--- src/rtl/running_light_pkg.sv ---
// Shared types and constants for the running-light checker.
//   state_t   : checker state (SEARCH, ACQ, LOCK)
//   DEF_WIDTH : default LED bus width
//   DEF_POS_W : position-index width for the default bus width
package running_light_pkg;

   typedef enum logic [1:0] {
      SEARCH = 2'd0,
      ACQ    = 2'd1,
      LOCK   = 2'd2
   } state_t;

   localparam int DEF_WIDTH = 8;
   localparam int DEF_POS_W = $clog2(DEF_WIDTH);

endpackage

--- src/rtl/onehot_decode.sv ---
// Combinational one-hot decoder for the LED bus.
//   leds      : in,  WIDTH-bit observed LED bus
//   idx       : out, index of the lit bit (valid only when is_onehot=1)
//   is_onehot : out, 1 when exactly one bit of leds is set
module onehot_decode
   import running_light_pkg::*;
#(
   parameter int WIDTH = DEF_WIDTH,
   parameter int POS_W = DEF_POS_W
) (
   input  logic [WIDTH-1:0] leds,
   output logic [POS_W-1:0] idx,
   output logic             is_onehot
);

   always_comb begin
      idx = '0;
      for (int i = 0; i < WIDTH; i++) begin
         if (leds[i]) begin
            idx = POS_W'(i);
         end
      end
   end

   // Clearing the lowest set bit leaves zero only for a single-bit value.
   assign is_onehot = (leds != '0) && ((leds & (leds - WIDTH'(1))) == '0);

endmodule

--- config.mk ---
export PLATFORM = sky130hd
export DESIGN_NAME = onehot_decode
export DESIGN_NICKNAME = d
export VERILOG_FILES = /design/src/rtl/running_light_pkg.sv /design/src/rtl/onehot_decode.sv
export SDC_FILE = /design/constraint.sdc
export NUM_CORES = 1
export LEC_CHECK = 0
export ABC_AREA = 1
export CORE_AREA = 2 2 39 41
export DETAILED_ROUTE_END_ITERATION = 10
export DIE_AREA = 0 0 41 43
export PLACE_DENSITY = 0.36
export SLEW_MARGIN = 20
export SYNTH_ARGS = -nofsm -noshare
export SYNTH_HDL_FRONTEND = slang
export SYNTH_SLANG_ARGS = --single-unit
export TNS_END_PERCENT = 30
--- constraint.sdc ---
create_clock -name vclk -period 1.37
set_input_delay 0.2055 -clock vclk [all_inputs]
set_output_delay 0.2055 -clock vclk [all_outputs]
set_load 0.05 [all_outputs]
==> impl_metrics.py, run 1 <==
metrics = {
    "status": {
        "status": "complete, no violations",
    },
    "route": {
        "vias": 233,
        "drt-total-wl_um": 422,
        "firstDrtPassIters": 1,
        "drc": 0,
        "dr.first_iter.drc_count": 0,
        "post_drt_wl_per_cell_um": 6.39,
        "vias_per_cell": 3.53,
        "ant_nets": 0,
    },
    "global_route": {
        "first_global_vias": 199,
        "grt_pass1_wl_um": 696,
        "antenna_found_initial": 0,
        "grt_use_total": 0.0519,
        "grt_max_degree": 5,
        "grt-ovfl-total": 0,
    },
    "timing": {
        "hold_violations": 0,
        "timing.final.max_slew_violations": 0,
        "min_period_ps": 1310,
        "worst_pin_slew_ps": 255,
        "max-slew-margin-rel": 0.829,
        "tns_ps": 0,
        "hold_slack_ps": 914,
        "max_freq_mhz": 766,
        "setup_viol": 0,
        "worst_slack_ps": 64.8,
        "fin_crit_sh": 0.953,
    },
    "floorplanning": {
        "initial_core_util": 0.106,
        "dieWidth_um": 41,
        "core_area_sq_um": 1380,
        "die_h_um": 43,
        "io_pins": 12,
        "dieArea_sq_um": 1760,
        "rows": 14,
    },
    "placed_design": {
        "dp_hpwl_um": 392,
        "portBuffers": 12,
        "placed_cells": 64,
        "gp_congestion": 0.670,
        "placed_cell_area_sq_um": 359,
        "place_ws_ps": -218,
    },
    "final_layout": {
        "fin_area_sq_um": 368,
        "regArea_sq_um": 0,
        "multi_input_area_sq_um": 134,
        "nClkBuffers": 0,
        "area_growth_pct": 151,
        "final_core_util": 0.266,
        "nFlopsAndLatches": 0,
        "fin_cells": 66,
        "fillers": 167,
        "diodes": 0,
        "fin_nets": 60,
        "drive_gt1_frac": 0.440,
    },
    "setup_path": {
        "crit_required_ps": 1160,
        "start_kind": "primary input",
        "crit_chain": "dlygate4sd2_1, inv_1, nand2_2, a21oi_1, nor2_1, nor2_2, buf_12",
        "path_class": "in2out",
        "cp.arrival_ps": 1100,
        "end_kind": "output pin",
        "worst-path-max-fanout": 3,
        "crit_path_top_delay_cell": "dlygate4sd2_1",
        "critPathTopFamily": "buffers and inverters",
        "max_stage_delay_ps": 260,
        "crit_buf_inv": 3,
    },
    "min_path": {
        "holdCritPathClass": "in2out",
    },
    "cts": {
        "hold_buffers": 0,
    },
    "pwr": {
        "power.share.clock": 0,
        "power.total_mw": 0.106,
        "max-vdd-ir-drop_mv": 0.102,
        "leakagePower_nw": 0.186,
        "p_per_area_nw_per_um2": 287,
        "comb_power_share": 1.000,
        "switching_share": 0.505,
        "power.internal_mw": 0.0523,
        "p_sw_mw": 0.0534,
        "seqPwrFrac": 0,
    },
    "logic_synthesis": {
        "postSynthAreaPerCell_sq_um": 4.57,
        "yosys_warnings": 0,
        "synth_cells": 32,
        "syn-num-nets": 40,
        "ys_seq_area_frac": 0,
        "synth.distinct_cells": 11,
        "netlist_area_sq_um": 146,
    },
    "job": {
        "drv_cap": 0,
    },
}
## repair_timing
| item | 4_1_cts | 5_1_grt |
|---|---|---|
| buffers inserted | 2 | 0 |
| endpoints found under the setup margin | 4 | 1 |
| pin swaps | 6 | 4 |
| gates resized for setup | 15 | 4 |
## power groups by stage
stage / sequential [mW] / combinational [mW] / clock [mW]
final: 0 / 0.106 / 0
after global placement: 0 / 0.108 / 0
after CTS: 0 / 0.107 / 0
after global routing: 0 / 0.115 / 0
after floorplan: 0 / 0.0452 / 0
after detailed placement: 0 / 0.108 / 0
## Yosys cell counts (all sizes together)
master	n	area share
a21oi	2	0.068
inv	6	0.15
nand2	11	0.30
nand3	1	0.034
nor2	9	0.30
o21ai	2	0.094
o21bai	1	0.051
## routing by layer
metal / global-route usage / routed length [um] / up-vias
met3: 0 / 28 / 0
li1: - / - / 133
met2: 0.0906 / 206 / 7
met4: 0 / 0 / 0
met5: 0 / 0 / -
met1: 0.0728 / 187 / 93
## area by class of cell
class,instances,area share
Tap cell,16,0.0544
Timing Repair Buffer,18,0.520
Inverter,6,0.0612
Multi-Input combinational cell,26,0.364
## kinds of logic (layout without fill, tap and decap cells)
logic type	count (synthesis)	after routing	synth area share
buffers and inverters	6	24	0.154
AND/OR/NAND/NOR	21	21	0.633
AO/OA/AOI/OAI	5	5	0.214
## cells in the final DEF (no fill, tap or decap)
cell type	count
o21bai_1	1
o21ai_0	1
nand2_1	8
nor2_1	5
dlygate4sd2_1	4
nor2_4	1
a21oi_1	2
inv_2	1
nor2_2	3
o21ai_2	1
clkbuf_2	2
buf_12	4
clkdlybuf4s15_1	1
clkdlybuf4s15_2	1
nand2_2	3
inv_1	5
nand3_1	1
buf_4	6
## final timing paths
path / slack, ps / start / cells after the start / endpoint
setup / recovery: 60 / leds[5] / 7 / is_onehot
hold / removal: 910 / leds[1] / 7 / is_onehot
## worst min-delay path, cell delays in order
cell and delay [ps]:
clkbuf_2 110, nand2_1 50, nand3_1 60, nor2_1 40
nand2_1 70, nor2_2 50, buf_12 140
Note: power is estimated with default switching activity, not from simulation.
==> run 2: changes to the inputs <==
--- a/config.mk
+++ b/config.mk
@@ -9,6 +9,7 @@
 export CORE_AREA = 2 2 39 41
 export DETAILED_ROUTE_END_ITERATION = 10
 export DIE_AREA = 0 0 41 43
+export GPL_ROUTABILITY_DRIVEN = 0
 export PLACE_DENSITY = 0.36
 export SLEW_MARGIN = 20
 export SYNTH_ARGS = -nofsm -noshare
==> results of run 2 <==
No change in the layout: final DEF, timing and power equal those of run 1.
==> run 3: changes to the inputs <==
--- a/config.mk
+++ b/config.mk
@@ -9,7 +9,7 @@
 export CORE_AREA = 2 2 39 41
 export DETAILED_ROUTE_END_ITERATION = 10
 export DIE_AREA = 0 0 41 43
-export GPL_ROUTABILITY_DRIVEN = 0
+export GPL_ROUTABILITY_DRIVEN = 1
 export PLACE_DENSITY = 0.36
 export SLEW_MARGIN = 20
 export SYNTH_ARGS = -nofsm -noshare
==> results of run 3 <==
No change in the layout: final DEF, timing and power equal those of run 1.
